<file path="config.mk">
export PLATFORM = sky130hd
export DESIGN_NAME = keypad_scanner
export DESIGN_NICKNAME = d
export VERILOG_FILES = /design/src/rtl/keypad_scanner.sv
export SDC_FILE = /design/constraint.sdc
export NUM_CORES = 1
export LEC_CHECK = 0
export BUFFER_PORTS_ARGS = -buffer_cell sky130_fd_sc_hd__clkbuf_2
export CAP_MARGIN = 15
export CORE_UTILIZATION = 35
export DETAILED_ROUTE_END_ITERATION = 12
export PLACE_DENSITY_LB_ADDON = 0.08
export REMOVE_ABC_BUFFERS = 1
export SYNTH_ARGS = -nofsm -noshare
export SYNTH_HDL_FRONTEND = slang
export SYNTH_SLANG_ARGS = --single-unit
</file>
<file path="constraint.sdc">
create_clock -name clock -period 3 [get_ports clock]
set_clock_uncertainty 0.1 [all_clocks]
set_input_delay 0.15 -clock clock [delete_from_list [all_inputs] [get_ports clock]]
set_output_delay 0.15 -clock clock [all_outputs]
set_load 0.03 [all_outputs]
</file>
<file path="src/rtl/keypad_scanner.sv">
`default_nettype none
// ============================================================================
// Module   : keypad_scanner
// Brief    : 4x4 active-low matrix keypad scanner with debounce and decode
//            into the microwave front-panel levels (one-hot digit vector,
//            active-low start/stop/clear) plus a press strobe and key code.
// Revision : 1.0 - initial release
// ============================================================================
module keypad_scanner #(
    parameter int SCAN_DIV       = 50000,
    parameter int DEBOUNCE_TICKS = 4
) (
    input  logic       clock,
    input  logic       reset,
    input  logic [3:0] row_in,
    output logic [3:0] col_drive,
    output logic [9:0] keypad,
    output logic       startn,
    output logic       stopn,
    output logic       clearn,
    output logic       key_strobe,
    output logic [3:0] key_code
);

    localparam int c_tick_w = $clog2(SCAN_DIV);
    localparam int c_cnt_w  = $clog2(DEBOUNCE_TICKS + 1);

    localparam logic [c_tick_w-1:0] c_tick_last = c_tick_w'(SCAN_DIV - 1);
    localparam logic [c_cnt_w-1:0]  c_deb_max   = c_cnt_w'(DEBOUNCE_TICKS);

    localparam logic [1:0] c_st_scan     = 2'd0;
    localparam logic [1:0] c_st_debounce = 2'd1;
    localparam logic [1:0] c_st_held     = 2'd2;

    logic [3:0]          r_rs_meta;
    logic [3:0]          r_rs;
    logic [c_tick_w-1:0] r_tick_cnt;
    logic                w_tick;
    logic [1:0]          r_state;
    logic [3:0]          r_cand;       // {row, col} of the key being tracked
    logic [3:0]          r_cand_pat;   // row pattern seen when it was detected
    logic [c_cnt_w-1:0]  r_deb_cnt;
    logic [c_cnt_w-1:0]  r_rel_cnt;
    logic [c_cnt_w-1:0]  w_deb_inc;
    logic                w_single_low;
    logic [1:0]          w_row_idx;
    logic [1:0]          w_col_idx;
    logic [3:0]          w_col_next;
    logic [9:0]          w_dec_keypad;
    logic                w_dec_start;
    logic                w_dec_stop;
    logic                w_dec_clear;

    // Two-flop synchroniser; idle rows are pulled up so reset to all-ones
    always_ff @(posedge clock or posedge reset) begin
        if (reset) begin
            r_rs_meta <= 4'b1111;
            r_rs      <= 4'b1111;
        end else begin
            r_rs_meta <= row_in;
            r_rs      <= r_rs_meta;
        end
    end

    // Free-running scan tick divider, runs regardless of FSM state
    always_ff @(posedge clock or posedge reset) begin
        if (reset) begin
            r_tick_cnt <= '0;
        end else if (r_tick_cnt == c_tick_last) begin
            r_tick_cnt <= '0;
        end else begin
            r_tick_cnt <= r_tick_cnt + 1'b1;
        end
    end

    assign w_tick     = (r_tick_cnt == c_tick_last);
    assign w_col_next = {col_drive[2:0], col_drive[3]};
    assign w_deb_inc  = (r_deb_cnt == c_deb_max) ? r_deb_cnt : r_deb_cnt + 1'b1;

    // Classify the synchronised rows: exactly one low means a usable press
    always_comb begin
        w_single_low = 1'b1;
        w_row_idx    = 2'd0;
        case (r_rs)
            4'b1110: w_row_idx = 2'd0;
            4'b1101: w_row_idx = 2'd1;
            4'b1011: w_row_idx = 2'd2;
            4'b0111: w_row_idx = 2'd3;
            default: w_single_low = 1'b0;
        endcase
    end

    // Index of the column currently driven low
    always_comb begin
        w_col_idx = 2'd0;
        case (col_drive)
            4'b1101: w_col_idx = 2'd1;
            4'b1011: w_col_idx = 2'd2;
            4'b0111: w_col_idx = 2'd3;
            default: w_col_idx = 2'd0;
        endcase
    end

    // Decode the candidate key into front-panel functions; *, # and D map to nothing
    always_comb begin
        w_dec_keypad = '0;
        w_dec_start  = 1'b0;
        w_dec_stop   = 1'b0;
        w_dec_clear  = 1'b0;
        case (r_cand)
            4'd0:    w_dec_keypad[1] = 1'b1;
            4'd1:    w_dec_keypad[2] = 1'b1;
            4'd2:    w_dec_keypad[3] = 1'b1;
            4'd3:    w_dec_start     = 1'b1;
            4'd4:    w_dec_keypad[4] = 1'b1;
            4'd5:    w_dec_keypad[5] = 1'b1;
            4'd6:    w_dec_keypad[6] = 1'b1;
            4'd7:    w_dec_stop      = 1'b1;
            4'd8:    w_dec_keypad[7] = 1'b1;
            4'd9:    w_dec_keypad[8] = 1'b1;
            4'd10:   w_dec_keypad[9] = 1'b1;
            4'd11:   w_dec_clear     = 1'b1;
            4'd13:   w_dec_keypad[0] = 1'b1;
            default: ;
        endcase
    end

    // Scan / debounce / held state machine and registered outputs, stepped on ticks
    always_ff @(posedge clock or posedge reset) begin
        if (reset) begin
            r_state    <= c_st_scan;
            col_drive  <= 4'b1110;
            r_cand     <= '0;
            r_cand_pat <= 4'b1111;
            r_deb_cnt  <= '0;
            r_rel_cnt  <= '0;
            keypad     <= '0;
            startn     <= 1'b1;
            stopn      <= 1'b1;
            clearn     <= 1'b1;
            key_strobe <= 1'b0;
            key_code   <= '0;
        end else begin
            key_strobe <= 1'b0;
            if (w_tick) begin
                case (r_state)
                    c_st_scan: begin
                        if (w_single_low) begin
                            // Freeze the column and start qualifying this key
                            r_cand     <= {w_row_idx, w_col_idx};
                            r_cand_pat <= r_rs;
                            r_deb_cnt  <= '0;
                            r_state    <= c_st_debounce;
                        end else begin
                            // Idle or ghosted multi-key pattern: keep scanning
                            col_drive <= w_col_next;
                        end
                    end
                    c_st_debounce: begin
                        if (r_rs == r_cand_pat) begin
                            if (w_deb_inc == c_deb_max) begin
                                r_state    <= c_st_held;
                                r_deb_cnt  <= '0;
                                r_rel_cnt  <= '0;
                                key_strobe <= 1'b1;
                                key_code   <= r_cand;
                                keypad     <= w_dec_keypad;
                                startn     <= ~w_dec_start;
                                stopn      <= ~w_dec_stop;
                                clearn     <= ~w_dec_clear;
                            end else begin
                                r_deb_cnt <= w_deb_inc;
                            end
                        end else begin
                            r_state   <= c_st_scan;
                            r_deb_cnt <= '0;
                            col_drive <= w_col_next;
                        end
                    end
                    c_st_held: begin
                        if (r_rs == 4'b1111) begin
                            // Release is taken on the tick after the count is full
                            if (r_rel_cnt == c_deb_max) begin
                                r_state   <= c_st_scan;
                                r_rel_cnt <= '0;
                                col_drive <= w_col_next;
                                keypad    <= '0;
                                startn    <= 1'b1;
                                stopn     <= 1'b1;
                                clearn    <= 1'b1;
                            end else begin
                                r_rel_cnt <= r_rel_cnt + 1'b1;
                            end
                        end else if (!r_rs[r_cand[3:2]]) begin
                            r_rel_cnt <= '0;
                        end
                    end
                    default: begin
                        r_state <= c_st_scan;
                    end
                endcase
            end
        end
    end

endmodule
`default_nettype wire
</file>
# Word-level counts from Yosys, hierarchy flattened
# Cells that the tools add are included.
# word_totals
reg_bits,62
output_inout_bits,22
elab_cells,132
input_bits,6
# classes
n_lt_le_gt_ge,1
addsub,3
mux,61
n_eq_ne,36
reduce_logical,13
bitwise_logic,3
# ops
op,count
== test 4 bit (second input constant),11
2-to-1 mux 10 bit,4
2-to-1 mux 1 bit,27
2-to-1 mux 3 bit,9
== test 4 x 3 -> 1 bit (second input constant),6
case mux 10 bit (2 select lines),1
case mux 2 bit (3 select lines),3
adder 16 x 1 -> 16 bit (second input constant),1
== test 16 bit (second input constant),1
2-to-1 mux 16 bit,1
2-to-1 mux 4 bit,4
!= test 2 bit (second input constant),7
case mux 3 bit (2 select lines),2
case mux 4 bit (3 select lines),1
AND reduction 6 bit,2
2-to-1 mux 2 bit,5
AND reduction 5 bit,2
== test 3 bit (second input constant),3
== test 4 x 2 -> 1 bit (second input constant),2
adder 3 x 1 -> 3 bit (second input constant),2
!= test 3 bit (second input constant),2
case mux 1 bit (2 select lines),3
AND reduction 3 bit,2
== test 4 x 1 -> 1 bit (second input constant),1
12 further kinds,15

# Longest topological paths before layout
# depth
ltp_word,7
mapped_depth,8
ltp_nobuf,7

# Worst setup path after synthesis
# No wires, ideal clock.
# synth_timing
kind,reg-to-reg
start,reg r_deb_cnt[0]
end,reg keypad[4]
synth_period_minus_slack_ns,2.704
slack_ns,0.296
arrival_ns,2.483
path_stages_with_launch,9
setup_ns,0.121
path_buffers,1
t_required_ns,2.779
cell_sequence,dfrtp_1 inv_1 ha_1 or3b_2 a311o_1 nor3_1 o21ai_0 clkbuf_1 a22o_2
# synth_via
elab_chain_len,5
word_cells_on_any_way,6
classes_between,1 x add/sub; 3 x eq/ne; 1 x mux; 1 x reduce/logical
# synth_lines
item,line,text
start: declaration,42,logic [c_cnt_w-1:0] r_deb_cnt;
start signal: assignment,172,r_deb_cnt <= w_deb_inc;
adder 3 x 1 -> 3 bit or == test 3 bit (tied branches),78,assign w_deb_inc = (r_deb_cnt == c_deb_max) ? r_deb_cnt : r_deb_cnt + 1'b1;
2-to-1 mux 3 bit *,78,
== test 3 bit *,161,if (w_deb_inc == c_deb_max) begin
!= test 2 bit (no source line) *,--,
AND reduction 6 bit (no source line) *,--,
end signal: assignment,167,keypad <= w_dec_keypad;
end: declaration,17,"output logic [9:0] keypad,"
# Every way passes the cells marked *; elsewhere a longest branch is shown, timed or not.
# A chain may end at the register's enable or synchronous reset.

# Worst setup path after layout
# Same ends and word-level chain as after synthesis.

==> metrics.md <==
| Metric | Value |
|---|---|
| Crit end category | `flop` |
| Portion of netlist area occupied by mux cells | `5.45%` |
| Leakage Power | `1.56 nW` |
| Die outline area | `0.00863 sq mm` |
| Via count of the first global-routing pass | `1,930` |
| Number of standard-cell rows in the floorplan | `32` |
| Clock root cell | `sky130_fd_sc_hd__clkbuf_8` |
| CP Data Required Time | `3.12 ns` |
| Category of the critical setup timing path | `reg -> reg` |
| Async SR Flop Fraction | `100%` |
| Global router's overall resource usage | `14.5%` |
| Post-CTS setup buffer count | `0` |
| Synthesized-area fraction occupied by xor and xnor cells | `6.36%` |
| Overall die width | `92.9 um` |
| Cell types occupying the most area after synthesis | `sky130_fd_sc_hd__dfrtp_1 (38%), sky130_fd_sc_hd__dfstp_2 (16%), sky130_fd_sc_hd__mux2_2 (5.5%)` |
| Clock tree from TritonCTS | `done` |
| Worst slack on hold paths | `0.256 ns` |
| Routed vias/inst | `5.01` |
| Main combinational cell family by area after synthesis | `simple AND/OR/NAND/NOR gates` |
| Library cell with the highest instance count after synthesis | `sky130_fd_sc_hd__dfrtp_1` |
| Class of the worst hold path | `reg -> reg` |
| Yosys top cell area share | `38.1%` |
| Cts bufs inserted | `9` |
| Worst Slack Setup Final | `0.292 ns` |
| Layout overhead on the synthesized area | `18.3%` |
| Antenna diodes | `0` |
| Endpoints failing hold | `0` |
| Utilization after layout | `43.6%` |
| Warning count from the yosys run | `0` |
| Yosys reg bits | `62` |
| Clk Latency, worst-skew pair | `0.33 ns` |
| Highest fanout seen on the critical path | `13` |
| Number of remaining DRC errors | `0` |
| Setup repair after global routing missed its margin | `false` |
| Clock-pin slew on the worst setup and hold paths | `0.07 ns` |
| CTS H-tree lvls | `3` |
| Deepest clock path buffer count | `2` |
| Netlist Area Pre-Place | `0.00289 sq mm` |
| Worst Setup Start Kind | `flop` |
| Setup violation total in the final timing report | `0` |
| Initial cell density of the core | `36.8%` |
| Layout filler cell count | `768` |
| Outcome | `completed` |
| Final period utilization | `90.3%` |
| Adder-Cell Fraction of Synth Area | `2.16%` |
| Max-capacitance violation count | `0` |
| # port buffers | `27` |
| Antenna violations before repair | `0` |
| Vertical extent of the die | `92.9 um` |
| Number of standard cells in the layout, taps in and fillers out | `405` |
| Post-place setup slack | `0.309 ns` |
| FMAX | `0.369 GHz` |
| Grt total ovfl | `0` |
| Layout cell share with drive strength beyond 1 | `32.0%` |
| Period minus WS final | `2.71 ns` |
| Via count | `2,031` |
| Area of the multi-input gates | `0.00124 sq mm` |
| Largest area contributor in the synthesized netlist | `sky130_fd_sc_hd__dfrtp_1` |
| Most used flip-flop cell after synthesis | `sky130_fd_sc_hd__dfrtp_1` |
| Wire length per cell after detailed routing | `13.8 um` |
| Reg area | `0.00157 sq mm` |
| Slew @ Worst Pin | `1.06 ns` |
| Rel. slew slack | `28.1%` |
| Gate count after technology mapping | `257` |
| Top-Level Pins | `28` |
| Unique cell type count in the Yosys netlist | `51` |
| Number of antenna-violating nets in the routed design | `0` |
| Global-route wire length before repair | `9.71 mm` |
| Global placement routability congestion | `0.728` |
| Routed WL | `5.57 mm` |
| Most used standard cells in the synthesized netlist | `sky130_fd_sc_hd__dfrtp_1 (44), sky130_fd_sc_hd__nand2_1 (21), sky130_fd_sc_hd__dfstp_2 (18)` |
| Average footprint of a synthesized cell | `11.3 sq um` |
| Std-Cell Core Area | `0.00785 sq mm` |
| Worst IR Drop VDD | `0.247 mV` |
| Portion of the post-synthesis area used by sequential elements | `54.4%` |
| # nets final | `309` |
| Post-synthesis share of cell area spent on and, or, nand and nor gates | `17.6%` |
| First-pass iteration count of the detailed router | `5` |
| Pin count of the biggest net entering global routing | `36` |
| Final-report max-slew violation count | `0` |
| Signal arrival time at the worst endpoint | `2.83 ns` |
| Compound-gate portion of the synthesized area | `11.4%` |
| Detailed placer's ending HPWL | `3.91 mm` |
| Total negative setup slack | `0 ns` |
| P per Cell Area | `470 mW/mm^2` |
| Count of flip-flops with a built-in enable after synthesis | `0` |
| Clock tree sinks | `62` |
| Number of placed cells counting well taps | `384` |
| Violation count after the first detailed-routing iteration | `114` |
layout by cell type, fill, tap and decap left out, types with 2 or more instances in the layout:
cell and n:
sky130_fd_sc_hd__a21o_1 3, sky130_fd_sc_hd__a21oi_1 6, sky130_fd_sc_hd__a22o_1 4, sky130_fd_sc_hd__a22o_2 2
sky130_fd_sc_hd__a22oi_1 2, sky130_fd_sc_hd__a31oi_1 3, sky130_fd_sc_hd__and2_2 2, sky130_fd_sc_hd__and3_1 3
sky130_fd_sc_hd__and3_2 5, sky130_fd_sc_hd__and3b_2 2, sky130_fd_sc_hd__buf_4 5, sky130_fd_sc_hd__clkbuf_2 27
sky130_fd_sc_hd__clkbuf_8 9, sky130_fd_sc_hd__clkinv_2 2, sky130_fd_sc_hd__clkinvlp_4 3, sky130_fd_sc_hd__dfrtp_1 44
sky130_fd_sc_hd__dfstp_2 18, sky130_fd_sc_hd__dlygate4sd3_1 5, sky130_fd_sc_hd__ha_1 5, sky130_fd_sc_hd__inv_1 11
sky130_fd_sc_hd__mux2_2 14, sky130_fd_sc_hd__nand2_1 21, sky130_fd_sc_hd__nand2b_1 3, sky130_fd_sc_hd__nand3_1 12
sky130_fd_sc_hd__nand4_1 4, sky130_fd_sc_hd__nor2_1 15, sky130_fd_sc_hd__nor2b_1 3, sky130_fd_sc_hd__nor3_1 5
sky130_fd_sc_hd__nor4_1 3, sky130_fd_sc_hd__o211ai_1 2, sky130_fd_sc_hd__o21ai_0 8, sky130_fd_sc_hd__o22ai_1 4
sky130_fd_sc_hd__o2bb2ai_1 2, sky130_fd_sc_hd__or3_1 2, sky130_fd_sc_hd__xnor2_1 10, sky130_fd_sc_hd__xor2_1 11
repair_timing:
item / 4_1_cts / 5_1_grt
gates resized for setup: 0 / 0
endpoints found under the hold margin: 28 / 0
hold buffers: 5 / 0
endpoints found under the setup margin: 0 / 0
final timing paths:
check,startpoint,end,slack (ns),cells after the start
worst min register to register,r_rs_meta[0],r_rs[0],0.26,0
worst max register to register,r_deb_cnt[0],keypad[4],0.29,8
min in group asynchronous,reset,r_tick_cnt[8],0.32,3
max in group asynchronous,reset,r_rs[3],1.81,4
worst min-delay path,r_rs_meta[0],r_rs[0],0.26,0
worst max-delay path,r_deb_cnt[0],keypad[4],0.29,8
per-stage QoR:
step / cell area [sq um] / total power, W
after global routing: 3420 / 0.00168
after global placement: 3180 / 0.000907
after detailed placement: 3180 / 0.000907
after floorplan: 2860 / 0.000891
final: 3420 / 0.00161
after CTS: 3420 / 0.00163
flip-flops by register name (all words and copies together), names as in the netlist:
register,cells
clearn,1
col_drive,4
key_code,4
key_strobe,1
keypad,10
r_cand,4
r_cand_pat,4
r_deb_cnt,3
r_rel_cnt,3
r_rs,4
r_rs_meta,4
r_state,2
r_tick_cnt,16
startn,1
stopn,1
cell families (layout without fill, tap and decap cells):
| group | after synthesis | count (layout) |
|---|---|---|
| flops | 62 | 62 |
| xor+xnor | 21 | 21 |
| fa+ha+maj | 5 | 5 |
| buf+inv | 20 | 66 |
| simple gates | 89 | 89 |
| compound gates | 46 | 46 |
| mux | 14 | 14 |
cell type report:
cell class,instances,share of cell area [%]
Sequential cell,62,46.0
Multi-Input combinational cell,175,36.3
Timing Repair Buffer,38,7.09
Clock buffer,10,3.73
Tap cell,102,3.73
Clock inverter,6,1.83
Inverter,12,1.32
per-layer routing:
metal	track usage, %	share of wire [%]
met1	20.8	51
met2	20.5	43
met3	3.20	4.1
met4	6.92	1.8
met5	0	0
report_power, final:
| part | leakage [nW] | internal, W | switching [W] |
|---|---|---|---|
| registers | 0.788 | 0.000846 | 0.00000799 |
| logic | 0.685 | 0.0000160 | 0.0000242 |
| clock network | 0.0883 | 0.000381 | 0.000335 |
worst max-delay path, stage by stage (launching register included):
cell and delay, ns:
sky130_fd_sc_hd__dfrtp_1 0.40, sky130_fd_sc_hd__inv_1 0.11, sky130_fd_sc_hd__ha_1 0.26, sky130_fd_sc_hd__or3b_2 0.47
sky130_fd_sc_hd__a311o_1 0.39, sky130_fd_sc_hd__nor3_1 0.25, sky130_fd_sc_hd__o21ai_0 0.15, sky130_fd_sc_hd__buf_4 0.20
sky130_fd_sc_hd__a22o_2 0.26
No activity file was read; power rests on OpenSTA's default activity.
